<file path="config.mk">
export PLATFORM = sky130hd
export DESIGN_NAME = vga_fb_reader
export DESIGN_NICKNAME = d
export VERILOG_FILES = /design/src/rtl/vga_fb_reader.sv
export SDC_FILE = /design/constraint.sdc
export NUM_CORES = 1
export LEC_CHECK = 0
export BUFFER_PORTS_ARGS = -buffer_cell sky130_fd_sc_hd__buf_2
export CORE_AREA = 5 5 108 110
export CTS_CLUSTER_DIAMETER = 50
export DETAILED_ROUTE_END_ITERATION = 6
export DIE_AREA = 0 0 113 115
export PLACE_DENSITY = 0.46
export SETUP_SLACK_MARGIN = 0.5
export SLEW_MARGIN = 5
export SYNTH_ARGS = -nofsm -noshare
export SYNTH_HDL_FRONTEND = slang
export SYNTH_SLANG_ARGS = --single-unit
</file>
<file path="constraint.sdc">
create_clock -name Clk -period 3.69 [get_ports Clk]
set_input_delay 0.369 -clock Clk [delete_from_list [all_inputs] [get_ports Clk]]
set_output_delay 0.369 -clock Clk [all_outputs]
set_load 0.005 [all_outputs]
</file>
<file path="src/rtl/vga_fb_reader.sv">
// vga_fb_reader: 640x480 VGA timing generator that scans a 160x120 RGB332
// frame buffer, repeating every stored pixel 4x horizontally and vertically.
// Pipeline: stage 0 = counters, stage 1 = registered RAM address/strobe,
// stage 2 = colour built from the RAM word plus syncs/visible delayed to match.
module vga_fb_reader #(
    parameter int H_VIS = 640,
    parameter int H_FP  = 16,
    parameter int H_SW  = 96,
    parameter int H_BP  = 48,
    parameter int V_VIS = 480,
    parameter int V_FP  = 10,
    parameter int V_SW  = 2,
    parameter int V_BP  = 33,
    parameter int FB_W  = 160,
    parameter int FB_H  = 120
) (
    input  logic        Clk,
    input  logic        Rst_n,
    output logic [14:0] Addr,
    output logic        Rd_en,
    input  logic [7:0]  Datos,
    output logic        Hsync,
    output logic        Vsync,
    output logic [3:0]  R,
    output logic [3:0]  G,
    output logic [3:0]  B,
    output logic        Active,
    output logic        Frame_start
);

    localparam int H_TOT = H_VIS + H_FP + H_SW + H_BP;
    localparam int V_TOT = V_VIS + V_FP + V_SW + V_BP;
    localparam int HW    = $clog2(H_TOT);
    localparam int VW    = $clog2(V_TOT);

    localparam logic [HW-1:0] HC_LAST  = HW'(H_TOT - 1);
    localparam logic [HW-1:0] HC_VIS   = HW'(H_VIS);
    localparam logic [HW-1:0] HS_BEG   = HW'(H_VIS + H_FP);
    localparam logic [HW-1:0] HS_END   = HW'(H_VIS + H_FP + H_SW - 1);
    localparam logic [HW-1:0] HC_ONE   = {{(HW-1){1'b0}}, 1'b1};
    localparam logic [VW-1:0] VC_LAST  = VW'(V_TOT - 1);
    localparam logic [VW-1:0] VC_VIS   = VW'(V_VIS);
    localparam logic [VW-1:0] VS_BEG   = VW'(V_VIS + V_FP);
    localparam logic [VW-1:0] VS_END   = VW'(V_VIS + V_FP + V_SW - 1);
    localparam logic [VW-1:0] VC_ONE   = {{(VW-1){1'b0}}, 1'b1};
    localparam logic [14:0]   ROW_STEP = 15'(FB_W);
    localparam logic [14:0]   ADDR_MAX = 15'(FB_W * FB_H - 1);

    // RGB332 -> 4:4:4 by replicating the top bits into the low bits
    function automatic logic [11:0] rgb332_expand(input logic [7:0] px);
        return {px[7:5], px[7], px[4:2], px[4], px[1:0], px[1:0]};
    endfunction

    // stage 0 counters and row base
    logic [HW-1:0] hc_q, hc_d;
    logic [VW-1:0] vc_q, vc_d;
    logic [14:0]   row_base_q, row_base_d;
    // stage 1
    logic [14:0]   addr_q, addr_d;
    logic          rd_en_q, rd_en_d;
    logic          fs_q, fs_d;
    logic          hs1_q, hs1_d, vs1_q, vs1_d;
    // intermediate stage (RAM access cycle)
    logic          vis2_q, vis2_d, hs2_q, hs2_d, vs2_q, vs2_d;
    // stage 2 outputs
    logic          hsync_q, hsync_d, vsync_q, vsync_d, active_q, active_d;
    logic [3:0]    r_q, r_d, g_q, g_d, b_q, b_d;

    logic          vis_s, hs_s, vs_s, fs_s;
    logic [14:0]   addr_sum_s;
    logic [11:0]   rgb_s;

    // Next-state logic for counters, row base and every pipeline stage
    always_comb begin
        hc_d       = hc_q;
        vc_d       = vc_q;
        row_base_d = row_base_q;

        // Row base tracks (vc>>2)*FB_W incrementally, no multiplier needed
        if (hc_q == HC_LAST) begin
            hc_d = '0;
            if (vc_q == VC_LAST) begin
                vc_d       = '0;
                row_base_d = 15'd0;
            end else begin
                vc_d = vc_q + VC_ONE;
                if ((vc_d[1:0] == 2'b00) && (vc_d < VC_VIS)) begin
                    row_base_d = row_base_q + ROW_STEP;
                end else begin
                    row_base_d = row_base_q;
                end
            end
        end else begin
            hc_d = hc_q + HC_ONE;
        end

        vis_s      = (hc_q < HC_VIS) && (vc_q < VC_VIS);
        hs_s       = !((hc_q >= HS_BEG) && (hc_q <= HS_END));
        vs_s       = !((vc_q >= VS_BEG) && (vc_q <= VS_END));
        fs_s       = (hc_q == '0) && (vc_q == '0);
        addr_sum_s = row_base_q + 15'(hc_q >> 2'd2);

        // Address holds outside the visible area; saturate as a safety net
        addr_d = addr_q;
        if (vis_s) begin
            if (addr_sum_s > ADDR_MAX) begin
                addr_d = ADDR_MAX;
            end else begin
                addr_d = addr_sum_s;
            end
        end else begin
            addr_d = addr_q;
        end
        rd_en_d = vis_s;
        fs_d    = fs_s;
        hs1_d   = hs_s;
        vs1_d   = vs_s;

        vis2_d  = rd_en_q;
        hs2_d   = hs1_q;
        vs2_d   = vs1_q;

        // Datos for the pixel in vis2 is on the bus now
        rgb_s    = rgb332_expand(Datos);
        active_d = vis2_q;
        hsync_d  = hs2_q;
        vsync_d  = vs2_q;
        if (vis2_q) begin
            r_d = rgb_s[11:8];
            g_d = rgb_s[7:4];
            b_d = rgb_s[3:0];
        end else begin
            r_d = 4'h0;
            g_d = 4'h0;
            b_d = 4'h0;
        end
    end

    // State registers with asynchronous active-low clear
    always_ff @(posedge Clk or negedge Rst_n) begin
        if (!Rst_n) begin
            hc_q       <= '0;
            vc_q       <= '0;
            row_base_q <= 15'd0;
            addr_q     <= 15'd0;
            rd_en_q    <= 1'b0;
            fs_q       <= 1'b0;
            hs1_q      <= 1'b1;
            vs1_q      <= 1'b1;
            vis2_q     <= 1'b0;
            hs2_q      <= 1'b1;
            vs2_q      <= 1'b1;
            hsync_q    <= 1'b1;
            vsync_q    <= 1'b1;
            active_q   <= 1'b0;
            r_q        <= 4'h0;
            g_q        <= 4'h0;
            b_q        <= 4'h0;
        end else begin
            hc_q       <= hc_d;
            vc_q       <= vc_d;
            row_base_q <= row_base_d;
            addr_q     <= addr_d;
            rd_en_q    <= rd_en_d;
            fs_q       <= fs_d;
            hs1_q      <= hs1_d;
            vs1_q      <= vs1_d;
            vis2_q     <= vis2_d;
            hs2_q      <= hs2_d;
            vs2_q      <= vs2_d;
            hsync_q    <= hsync_d;
            vsync_q    <= vsync_d;
            active_q   <= active_d;
            r_q        <= r_d;
            g_q        <= g_d;
            b_q        <= b_d;
        end
    end

    assign Addr        = addr_q;
    assign Rd_en       = rd_en_q;
    assign Frame_start = fs_q;
    assign Hsync       = hsync_q;
    assign Vsync       = vsync_q;
    assign Active      = active_q;
    assign R           = r_q;
    assign G           = g_q;
    assign B           = b_q;

endmodule

</file>
==> impl_metrics.toml, run 1 <==
[worst_setup_path]
endpoint = "Addr[8]$_DFFE_PN0P_"
cp.arrival_ps = 2730
worstSetupPathType = "reg -> reg"
cp.depth = 7
path_cells = "ha_1 > a21oi_1 > and2_1 > a21oi_1 > xor2_1 > a21bo_2 > a22o_1"
crit_slowest_cell = "dfrtp_1"
crit_start = "hc_q[9]$_DFF_PN0_"
regToRegEndpoint = "Addr[8]$_DFFE_PN0P_"
rrSetupSlack_ps = 1190
cp_top_family = "compound AO/OA/AOI/OAI gates"
r2r_cells = 7
path_max_fanout = 12
crit_buf_inv = 0
rr_startpoint = "hc_q[9]$_DFF_PN0_"
cp.required_ps = 3930
cp-start-kind = "flop"
slowest_delay_ps = 460
cp_common_cell = "a21oi_1"
cp-end-kind = "flop"

[global_routing]
grt_pass1_wl_mm = 11.93
track_usage_pct = 11.49
grt.overflow.total = 0
grt_pass1_vias = 2377
antenna_found_initial = 0
grt_max_degree = 47

[placement]
dpl.hpwl_mm = 4.667
dp_cells = 478
placed_cell_area_sq_mm = 0.003393
routabilityCongestion = 0.7710
io_buffers = 41

[outcome]
status = "finished clean"

[clocking]
cts_tree = "done"
cts_buffers = 9
cts.sinks = 63
h-tree-depth = 3
post_cts_buffers = 0
cts-resized-gates = 0
clk_path_buf_depth = 2
cts.clk_slew.worst_paths_ps = 70
hold_buffers = 0
clock-root-buffer = "clkbuf_8"
clock_latency_ps = 350

[pwr]
peakVddDrop_v = 0.0001793
pwr_density_cell_mw_per_mm2 = 399.1
power.share.switching_pct = 19.92
p_int_mw = 1.162
p_leak_nw = 1.590
p_comb_share_pct = 2.1
p_clk_share_pct = 49.9
p_switching_mw = 0.2891
p_seq_share_pct = 48.0

[cells_and_area]
area_growth_syn_to_layout_pct = 16.52
nets = 368
drive_gt1_share_pct = 20.62
n_antenna_cell = 0
instances_no_fill = 494
fin_area_sq_mm = 0.003636

[logic_synthesis]
synthArstFlopShare_pct = 100.0
syn_area_sq_mm = 0.003120
synth_top_area_share_pct = 45.71
seq_area_frac_synth_pct = 50.76
synth_most_common_cell = "dfrtp_1"
syn_inst = 319
ys_warn_count = 0
ys_ff_latch = 63
synth_common_cells = "57 x dfrtp_1, 28 x nand2_1, 23 x nor2_1, 20 x a21oi_1, 16 x o21ai_0"
yosysTopAreaCell = "dfrtp_1"
ys.flop_type = "dfrtp_1"
synth_fp_nets = 338
synth-edff-count = 0
yosys-top-cells-area = "dfrtp_1 46%, dfstp_2 5.1%, ha_1 3.6%"
yosysUniqueCellTypes = 43
syn_area_per_cell_sq_um = 9.782

[drt]
dr.pass1.iters = 4
wl_per_cell_um = 13.63
antenna_left = 0
dr_wl_met2_mm = 2.906
drc = 0
via_per_inst = 4.850
wl_met3_um = 404
vias = 2396
routed_wirelength_mm = 6.732
maxUsedRoutingLayer = "met4"
drtIter0Drc = 215
wl_met1_mm = 3.311

[timing]
relSlewSlack_pct = 30.91
timing.fmax_mhz = 400.8
setup_viol = 0
worst_pin_slew_ps = 1036
skew_ps = 10.13
slew_viol_final = 0
hold_violations = 0
fin_crit_ps = 2495
finalCritPeriodShare_pct = 67.62
final.setup.tns_ps = 0
rsz0062_at_grt = "no"

[floorplan]
rows = 38
die-area_sq_mm = 0.01300
die_y_um = 115
ioPinCount = 42
core_sq_mm = 0.01060
die_w_um = 113
initial_core_util_pct = 29.43

[job]
maxCapViolCount = 0

[min_path]
hold_class = "in -> async"
[cell usage in the layout, fill, tap and decap left out, types with 3 or more instances in the layout]
cell and n:
buf_2 41, xor2_1 11, or2_2 3, a31oi_1 8
o21ai_0 16, or4_1 9, a21oi_1 20, nor3_1 5
clkbuf_8 13, nand2_1 28, inv_1 8, ha_1 9
and4_1 3, dfrtp_1 57, nand4_1 6, xnor2_1 7
and3_1 4, dfstp_2 6, o31ai_1 14, nor2_1 23
and2_1 10, nor4_1 5, nor2b_1 4, nand3_1 15
[layout make-up]
class                      instances  area [sq um]
clock buffer                      14         182.7
tap                              140         175.2
clock inverter                     2         60.06
sequential                        63          1584
inverter                           9         33.78
fill                            1097          6967
timing repair buffer              43         220.2
multi-input combinational        223          1380
[registers in the layout, summed over array words and instances (netlist names)]
signal / cells
hs1_q: 1
hs2_q: 1
hc_q: 10
Hsync: 1
vs1_q: 1
active_d: 1
Rd_en: 1
Active: 1
row_base_q: 10
Vsync: 1
Frame_start: 1
R: 3
Addr: 15
G: 3
B: 2
vs2_q: 1
vc_q: 10
[power groups by stage]
stage | clock network, mW | registers [mW] | logic (mW)
3_3_place_gp | 0 | 0.710 | 0.0327
4_1_cts | 0.748 | 0.697 | 0.0326
6_report | 0.723 | 0.697 | 0.0305
5_1_grt | 0.782 | 0.697 | 0.0359
2_1_floorplan | 0 | 0.711 | 0.00730
3_5_place_dp | 0 | 0.710 | 0.0326
[stage by stage]
step | hold slack, ps | power, mW | util [%] | setup slack [ps]
floorplan | 73.41 | 0.7186 | - | 1419
global placement | 345.8 | 0.7427 | 32.00 | 1169
detailed placement | 347.9 | 0.7427 | 32.00 | 1187
CTS | 207.8 | 1.478 | 34.29 | 1191
global route | 214.9 | 1.515 | 34.29 | 922.9
finish | 210.5 | 1.451 | 34.29 | 1195
[kinds of logic (layout without fill, tap and decap cells)]
kind of cell	Yosys count	count (layout)	synth area share (%)
XOR/XNOR	18	18	5.052
AND/OR/NAND/NOR	123	123	21.25
AO/OA/AOI/OAI	72	72	14.19
flip-flops	63	63	50.76
buffers and inverters	33	68	5.012
adder cells (fa/ha/maj)	9	9	3.609
other	1	1	0.1202
[worst min path at each step]
stage | to | slack (ps) | depth (start not counted)
2_1_floorplan | Active$_DFF_PN0_ | 70 | 0
3_3_place_gp | hs2_q$_DFF_PN1_ | 350 | 0
3_5_place_dp | hs2_q$_DFF_PN1_ | 350 | 0
4_1_cts | G[2]$_DFF_PN0_ | 210 | 2
5_1_grt | G[1]$_DFF_PN0_ | 210 | 2
6_report | hc_q[7]$_DFF_PN0_ | 210 | 1
[layer usage]
layer  track usage, %  vias to the layer above
met5                0                        -
met4            5.529                        0
met3            3.526                       10
met2            17.26                       50
met1            15.14                     1144
li1                 -                     1192
No activity file was read; power rests on OpenSTA's default activity.
==> inputs of run 2 (changes only) <==
==> constraint.sdc (replaced) <==
create_clock -name Clk -period 2.3 [get_ports Clk]
set_input_delay 0.23 -clock Clk [delete_from_list [all_inputs] [get_ports Clk]]
set_output_delay 0.23 -clock Clk [all_outputs]
set_load 0.005 [all_outputs]
==> impl_metrics.toml, run 2 (synthesis results as in run 1) <==
[outcome]
status = "finished clean"

[floorplan]
die-area_sq_mm = 0.01300
rows = 38
ioPinCount = 42
die_y_um = 115
initial_core_util_pct = 29.43
die_w_um = 113
core_sq_mm = 0.01060

[timing]
slew_viol_final = 0
skew_ps = 9.014
fin_ws_ps = 183.9
relSlewSlack_pct = 52.32
setup_viol = 0
rsz0062_at_grt = "yes"
hold_violations = 0
worst_pin_slew_ps = 712.6
fin_crit_ps = 2116
timing.fmax_mhz = 472.6
finalCritPeriodShare_pct = 92.00

[worst_setup_path]
regToRegEndpoint = "row_base_q[6]$_DFFE_PN0P_"
cp-start-kind = "flop"
endpoint = "row_base_q[6]$_DFFE_PN0P_"
crit_slowest_cell = "dfrtp_1"
slowest_delay_ps = 370
crit_start = "vc_q[1]$_DFFE_PN0N_"
cp-end-kind = "flop"
cp.depth = 13
rrSetupSlack_ps = 180
crit_buf_inv = 8
path_max_fanout = 4
worstSetupPathType = "reg -> reg"
cp_common_cell = "buf_4"
path_cells = "buf_4 > nand2_2 > o31a_1 > nor4_4 > buf_4 > buf_6 > buf_4 > buf_4 > buf_4 > buf_4 > buf_4 > nand3_1 > nand2_1"
cp_top_family = "buffers and inverters"
cp.arrival_ps = 2400
cp.required_ps = 2580
r2r_cells = 13
rr_startpoint = "vc_q[1]$_DFFE_PN0N_"

[clocking]
cts.sinks = 63
clk_path_buf_depth = 2
clock_latency_ps = 340
cts.clk_slew.worst_paths_ps = 80
h-tree-depth = 3
cts_tree = "done"
cts_buffers = 9
clock-root-buffer = "clkbuf_8"

[global_routing]
grt_pass1_wl_mm = 14.01
grt_pass1_vias = 2754
grt.overflow.total = 0
antenna_found_initial = 0
track_usage_pct = 13.46
grt_max_degree = 39

[job]
maxCapViolCount = 0

[drt]
antenna_left = 0
vias = 2688
wl_per_cell_um = 14.88
drc = 0
wl_met3_um = 370
dr_wl_met2_mm = 4.202
routed_wirelength_mm = 8.335
via_per_inst = 4.800
drtIter0Drc = 130
dr.pass1.iters = 4
wl_met1_mm = 3.691
maxUsedRoutingLayer = "met4"

[pwr]
p_clk_share_pct = 41.1
p_int_mw = 1.520
power.share.switching_pct = 23.57
p_seq_share_pct = 56.2
p_comb_share_pct = 2.7
p_switching_mw = 0.4687
totalPowerFinal_mw = 1.989
p_leak_nw = 1.930
pwr_density_cell_mw_per_mm2 = 440.7
peakVddDrop_v = 0.0001996

[min_path]
hold_class = "in -> reg"

[placement]
routabilityCongestion = 0.7811
place_ws_ps = -22.24
io_buffers = 41
dpl.hpwl_mm = 5.204
placed_cell_area_sq_mm = 0.003642

[cells_and_area]
nets = 434
largest_register_ffs = 15
fillers = 1019
n_antenna_cell = 0
drive_gt1_share_pct = 46.19
layout_commonest_cell = "dfrtp_1"
most-common-layout-cells = "51 x dfrtp_1, 48 x buf_4, 41 x buf_2"
area_growth_syn_to_layout_pct = 44.63
fin_util_pct = 42.57
fin_area_sq_mm = 0.004513
==> run 2: worst reg2reg max path: cells and delay by family, from the launching register on <==
family,cells,cell delay [ps]
AOI/OAI and AO/OA,1,310
buffers and inverters,8,870
DFF,1,370
and+or+nand+nor,4,540
==> run 2: cell type report <==
cell class                      count  area (sq um)  area share [%]
Multi-Input combinational cell    225          1763           39.06
Sequential cell                    63          1592           35.26
Timing Repair Buffer              105         774.5           17.16
Tap cell                          140         175.2           3.881
Clock buffer                       11         131.4           2.911
Inverter                            9         37.54          0.8317
Clock inverter                      5         25.02          0.5545
Timing Repair inverter              2         15.01          0.3327
==> run 2: power by group through the flow <==
stage | clock (mW) | sequential, mW | combinational [mW]
after floorplan | 0 | 1.14 | 0.0117
after global placement | 0 | 1.14 | 0.0547
after detailed placement | 0 | 1.14 | 0.0544
after CTS | 0.849 | 1.12 | 0.0563
after global routing | 0.910 | 1.12 | 0.0620
final | 0.817 | 1.12 | 0.0535
==> run 2: timing repair <==
action | CTS | global route
hold buffers | 1 | 0
setup buffers | 30 | 7
resized for setup | 46 | 45
hold endpoints to repair | 24 | 0
pin swaps | 23 | 21
setup endpoints to repair | 33 | 35
gates cloned | 2 | 2
==> run 2: worst min path at each step <==
stage | depth (start not counted) | slack, ps | end | startpoint
CTS | 2 | 80 | R[1]$_DFF_PN0_ | Datos[5]
floorplan | 0 | -70 | Active$_DFF_PN0_ | Rst_n
global route | 2 | 80 | R[2]$_DFF_PN0_ | Datos[6]
finish | 2 | 100 | G[0]$_DFF_PN0_ | Datos[4]
global placement | 1 | 270 | R[2]$_DFF_PN0_ | Rst_n
detailed placement | 1 | 270 | B[1]$_DFF_PN0_ | Rst_n
==> run 2: layer usage <==
layer	global-route usage [%]	up-vias
met1	16.62	1307
li1	-	1325
met5	0	-
met3	3.684	5
met2	23.18	51
met4	3.846	0
==> run 2: stage by stage <==
step,instances,setup TNS [ps],hold WS [ps]
final,560,0,99.83
after global routing,560,0,83.43
after CTS,551,0,79.44
after detailed placement,502,-57.63,273.7
after global placement,502,0,273.4
after floorplan,319,0,-65.59
